**src/rtl/pe_seq_pkg.sv**
```systemverilog
// Shared types and constants for the vector MAC PE sequencer:
// FSM state encoding, default lane geometry and flush depth.
package pe_seq_pkg;

    localparam int DEF_REG_WIDTH = 16;
    localparam int DEF_VECTOR    = 8;
    localparam int FLUSH_CYC     = 2;
    localparam int FLUSH_W       = $clog2(FLUSH_CYC);

    typedef logic [DEF_VECTOR-1:0][DEF_REG_WIDTH-1:0] lane_vec_t;

    typedef enum logic [1:0] {
        IDLE  = 2'd0,
        ISSUE = 2'd1,
        FLUSH = 2'd2,
        HOLD  = 2'd3
    } seq_state_t;

endpackage

```
**src/rtl/pe_seq_cmux.sv**
```systemverilog
// Accumulator input mux (zero on the first step, PE feedback otherwise)
// and the result capture register loaded by the sequencer FSM.
module pe_seq_cmux #(
    parameter int REG_WIDTH = 16,
    parameter int VECTOR    = 8
) (
    input  logic                             clk,
    input  logic                             rst_n,
    input  logic                             first_d,
    input  logic                             cap_en,
    input  logic [VECTOR-1:0][REG_WIDTH-1:0] pe_c,
    output logic [VECTOR-1:0][REG_WIDTH-1:0] pe_c_in,
    output logic [VECTOR-1:0][REG_WIDTH-1:0] res
);

    // Feedback select: the PE must see zero while step-0 operands are at its inputs.
    always_comb begin
        pe_c_in = pe_c;
        if (first_d) begin
            pe_c_in = '0;
        end else begin
            pe_c_in = pe_c;
        end
    end

    // Result capture register, loaded once per run when the last sum is visible.
    always_ff @(posedge clk) begin
        if (!rst_n) begin
            res <= '0;
        end else if (cap_en) begin
            res <= pe_c;
        end else begin
            res <= res;
        end
    end

endmodule

```
**src/rtl/pe_v8_mac_sequencer.sv**
```systemverilog
// K-step dot-product sequencer for an 8-lane MAC PE: operand read issue, flush, result handoff.
// Optional performance counters are enabled by defining PE_SEQ_PERF_CNT_EN.
module pe_v8_mac_sequencer
    import pe_seq_pkg::*;
#(
    parameter int REG_WIDTH = DEF_REG_WIDTH,
    parameter int VECTOR    = DEF_VECTOR,
    parameter int K_MAX     = 256,
    parameter int ADDR_W    = $clog2(K_MAX)
) (
    input  logic                             clk,
    input  logic                             rst_n,
    input  logic                             start,
    input  logic [ADDR_W-1:0]                k_len,
    output logic                             rd_en,
    output logic [ADDR_W-1:0]                a_addr,
    output logic [ADDR_W-1:0]                b_addr,
    input  logic [VECTOR-1:0][REG_WIDTH-1:0] pe_c,
    output logic [VECTOR-1:0][REG_WIDTH-1:0] pe_c_in,
    output logic [VECTOR-1:0][REG_WIDTH-1:0] res,
    output logic                             out_valid,
    input  logic                             out_ready,
    output logic                             busy,
    output logic                             done
`ifdef PE_SEQ_PERF_CNT_EN
    ,
    output logic [31:0]                      perf_busy_cyc,
    output logic [15:0]                      perf_runs
`endif
);

    seq_state_t          state;
    logic [ADDR_W-1:0]   cnt;
    logic [ADDR_W-1:0]   k_reg;
    logic                first_d;
    logic [FLUSH_W-1:0]  fcnt;
    logic                cap_en;

    localparam logic [FLUSH_W-1:0] FLUSH_LAST = FLUSH_W'(FLUSH_CYC - 1);

    assign a_addr = cnt;
    assign b_addr = cnt;
    assign busy   = (state != IDLE);
    assign done   = (state == HOLD) && out_valid && out_ready;
    assign cap_en = (state == FLUSH) && (fcnt == FLUSH_LAST);

    // Main sequencer FSM: step counter, read strobe, flush timing and handshake.
    always_ff @(posedge clk) begin
        if (!rst_n) begin
            state     <= IDLE;
            cnt       <= '0;
            k_reg     <= '0;
            first_d   <= 1'b0;
            fcnt      <= '0;
            rd_en     <= 1'b0;
            out_valid <= 1'b0;
        end else begin
            // Step-0 operands arrive one cycle after the step-0 read.
            first_d <= (state == ISSUE) && (cnt == '0);
            case (state)
                IDLE: begin
                    if (start) begin
                        k_reg <= k_len;
                        cnt   <= '0;
                        rd_en <= 1'b1;
                        state <= ISSUE;
                    end else begin
                        state <= IDLE;
                    end
                end
                ISSUE: begin
                    if (cnt == k_reg) begin
                        rd_en <= 1'b0;
                        fcnt  <= '0;
                        state <= FLUSH;
                    end else begin
                        cnt   <= cnt + ADDR_W'(1);
                        rd_en <= 1'b1;
                    end
                end
                FLUSH: begin
                    if (fcnt == FLUSH_LAST) begin
                        fcnt      <= '0;
                        out_valid <= 1'b1;
                        state     <= HOLD;
                    end else begin
                        fcnt <= fcnt + FLUSH_W'(1);
                    end
                end
                HOLD: begin
                    if (out_ready) begin
                        out_valid <= 1'b0;
                        state     <= IDLE;
                    end else begin
                        out_valid <= 1'b1;
                    end
                end
                default: begin
                    rd_en     <= 1'b0;
                    out_valid <= 1'b0;
                    state     <= IDLE;
                end
            endcase
        end
    end

    pe_seq_cmux #(
        .REG_WIDTH (REG_WIDTH),
        .VECTOR    (VECTOR)
    ) u_cmux (
        .clk     (clk),
        .rst_n   (rst_n),
        .first_d (first_d),
        .cap_en  (cap_en),
        .pe_c    (pe_c),
        .pe_c_in (pe_c_in),
        .res     (res)
    );

`ifdef PE_SEQ_PERF_CNT_EN
    // Saturating activity counters.
    always_ff @(posedge clk) begin
        if (!rst_n) begin
            perf_busy_cyc <= 32'd0;
            perf_runs     <= 16'd0;
        end else begin
            if (busy && (perf_busy_cyc != 32'hFFFF_FFFF)) begin
                perf_busy_cyc <= perf_busy_cyc + 32'd1;
            end else begin
                perf_busy_cyc <= perf_busy_cyc;
            end
            if (done && (perf_runs != 16'hFFFF)) begin
                perf_runs <= perf_runs + 16'd1;
            end else begin
                perf_runs <= perf_runs;
            end
        end
    end
`endif

endmodule

```
**config.mk**
```make
export PLATFORM = sky130hd
export DESIGN_NAME = pe_v8_mac_sequencer
export DESIGN_NICKNAME = d
export VERILOG_FILES = /design/src/rtl/pe_seq_pkg.sv /design/src/rtl/pe_seq_cmux.sv /design/src/rtl/pe_v8_mac_sequencer.sv
export SDC_FILE = /design/constraint.sdc
export NUM_CORES = 1
export LEC_CHECK = 0
export ABC_AREA = 1
export CAP_MARGIN = 20
export CORE_AREA = 4 4 158 160
export CTS_CLUSTER_DIAMETER = 40
export CTS_CLUSTER_SIZE = 12
export DETAILED_ROUTE_END_ITERATION = 10
export DIE_AREA = 0 0 162 164
export PLACE_DENSITY = 0.6
export REMOVE_ABC_BUFFERS = 1
export SLEW_MARGIN = 20
export SYNTH_ARGS = -nofsm -noshare
export SYNTH_HDL_FRONTEND = slang
export SYNTH_SLANG_ARGS = --single-unit
```
**constraint.sdc**
```tcl
create_clock -name clk -period 1.8 [get_ports clk]
set_input_delay 0.54 -clock clk [delete_from_list [all_inputs] [get_ports clk]]
set_output_delay 0.54 -clock clk [all_outputs]
set_load 0.05 [all_outputs]
```
==> metrics <==
Critical Path RT approximately 1.3 ns; outcome finished with violations; io pins roughly 420; root buffer cell clkbuf_16; peak supply drop between 0.0006 and 0.0007 V; Synth cell types 25; clk_skew roughly 0.011 ns; Post-Synthesis Cells 900; Leak Pwr approximately 6.6 nW; Antenna Cells 0; register share of total power 26.2%; RSZ-0062 raised after global routing true; CTS tree built; Synth Warn # 0; Overflow after GRT 0; RR Endpoint u_cmux.res[108]; Slew Viols, Final 0; hold_buf cts 0; Crit path max-delay family buffers and inverters; relative slew slack 74.8%; Final setup viols 129; ANT nets after route 0; share of cells above drive strength 1 about a third; top-area cell type share of the netlist area 47.0%; Post-synth EDFFs 0; Worst setup startpoint first_d; initial cell density of the core a little over a quarter; Worst-Skew Late Latency about 0.4 ns; DRT Wirelength 27.0 mm; worst slew pin tran 0.377 ns; core box area around 23,000 um2; post-layout min period 2.05 ns; area of the die approximately 27,000 um2; most frequent CP cell buf_12; Sw Pwr ~0.0063 W; vias in the first global route between 7,000 and 8,000; Crit path largest cell delay 0.39 ns; Pint roughly 0.009 W; ranking of synthesized cells by area dfxtp_1 (47%), a21oi_1 (11%), o21ai_0 (11%); nets around 1,600; Logic pwr share between 50% and 60%; register bit total from synthesis 150; DRT Pass-1 Iters 4; initial antenna violation count 0; Reg2Reg Depth 8; Tot Pwr roughly 0.015 W; Worst Setup Slack, final -0.247 ns; CP endpoint pe_c_in[37]; Residual DRC 0; register area share after synthesis about 47%; Core Rows 56; clk sinks 150; worst hold path type flip-flop to flip-flop; Crit. path cell count 4; Crit-path slowest cell dfxtp_4; ordered cell list for the critical path buf_12 -> nor2_1 -> buf_4 -> buf_12; Bufs and invs on worst path 3; DR iter-0 viols between 300 and 400; cts bufs inserted 17; synthesized cell area 6390 um2; max cap viols 0; Final Util between 50% and 60%; crit path launch type flip-flop; Critical Path Sink Type output port; Die H about 160 um; final hold violation count 0; number of flip-flops under the largest register name around 130; Fillers around 2,100; clk buf depth 2; CP arrival 1.51 ns; worst flop-to-flop path startpoint state[0]; Synth Flop Type dfxtp_1; dpl hpwl 21.0 mm; DR vias roughly 7,500; critical path fanouts, max 55; RePlAce Congestion between 0.8 and 0.9; async set-reset flop share out of synthesis 0%; top cells by count, synth nor2_1 (151), dfxtp_1 (150), inv_1 (150); port bufs between 400 and 500; CP Class flip-flop to output port; most common cell in the netlist nor2_1; Sw Ratio 41.6%; period utilisation layout 114%; Die X 162 um; global-route wire length before repair just over 40 mm; largest net degree at the start of global routing 96; Vias/cell between 4 and 5; WL/cell approximately 16 um; area leader, netlist dfxtp_1; Pwr Density around 1100 nW/um2; Clock transition at path regs 0.06 ns; Synth-to-Final Area Change 116%; number of H-tree levels 4; Fmax achieved between 400 and 500 MHz; Avg Cell Area, Syn ~7.1 um2; GRT Total Usage 19.2%; Clock Power Share between 20% and 30%; failing checks setup timing; Reg2Reg Setup Slack about 0.13 ns
-- power groups by stage --
stage	Clock, W	Combinational (W)	Sequential [W]
after CTS	0.00343	0.00790	0.00396
after global routing	0.00355	0.00823	0.00402
after detailed placement	0	0.00782	0.00401
after floorplan	0	0.00274	0.00518
final	0.00334	0.00784	0.00397
after global placement	0	0.00777	0.00399
-- tightest hold or removal path: stages (launching register included) --
cell and delay (ns):
dfxtp_1 0.31, nand2_1 0.06, a21oi_1 0.05
-- placed cells by master (no fill, tap or decap) --
master	instances
a21oi_1	144
buf_12	166
buf_16	2
buf_4	254
bufinv_16	1
bufinv_8	1
clkbuf_1	2
clkbuf_16	17
clkdlybuf4s50_1	132
clkinv_2	2
clkinv_4	2
clkinvlp_4	4
dfxtp_1	145
dfxtp_2	2
dfxtp_4	3
dlygate4sd2_1	6
ha_1	6
ha_4	1
inv_1	143
inv_2	10
inv_6	3
nand2_1	55
nand2_2	1
nand2_4	2
nand3_1	14
nand3_4	1
nand4_1	2
nor2_1	132
nor2_2	14
nor2_4	7
nor3b_1	1
nor4_1	1
o21ai_0	139
o22ai_1	1
xnor2_1	4
-- layer usage --
layer  part of all wire (%)  GRT usage (%)  vias up
met5                      0              0        -
met4                    1.9           5.69        0
met3                    7.8           6.35       26
met2                     52           35.0      258
met1                     38           21.2     3401
li1                       -              -     3825
-- stage by stage --
step	cells	worst slack, ns	setup TNS [ns]	hold WS, ns	cell area [um2]
after global routing	1739	-0.286	-24.56	0.488	13800
after CTS	1739	-0.246	-20.17	0.468	13800
after detailed placement	1708	-0.218	-17.53	0.460	13100
after floorplan	830	-1.90	-379.04	0.443	6070
after global placement	1708	-0.219	-16.52	0.458	13100
final	1739	-0.247	-16.83	0.463	13800
-- layout make-up --
class                   count  area [um2]  share of cell area, %
well taps                 319         399                   2.90
inverters                 155         601                   4.36
flip-flops and latches    150        3020                   21.9
clock buffers              19         433                   3.14
clock inverters            11         105                  0.763
multi-input cells         525        2570                   18.6
repair buffers            560        6660                   48.3
-- cells by family after synthesis --
kind of cell / synth area share (%)
xor gates and xnor gates: 0.548
buffers and inverters: 14.4
and+or+nand+nor: 14.5
adders and majority gates: 1.37
DFF: 47.0
AOI/OAI and AO/OA: 22.3
-- how the worst min path moves through the flow --
stage	cells after the start	slack (ns)	startpoint	end
detailed placement	2	0.46	rd_en	rd_en
floorplan	2	0.44	k_reg[0]	k_reg[0]
global route	2	0.49	rd_en	rd_en
CTS	2	0.47	rd_en	rd_en
global placement	2	0.46	k_reg[7]	k_reg[7]
finish	2	0.46	rd_en	rd_en
-- timing repair --
item | CTS | global route
pin swaps | 8 | 1
gates resized for setup | 44 | 6
setup endpoints to repair | 134 | 158
setup buffers | 1 | 0
Power figures use the tool's default switching activity.
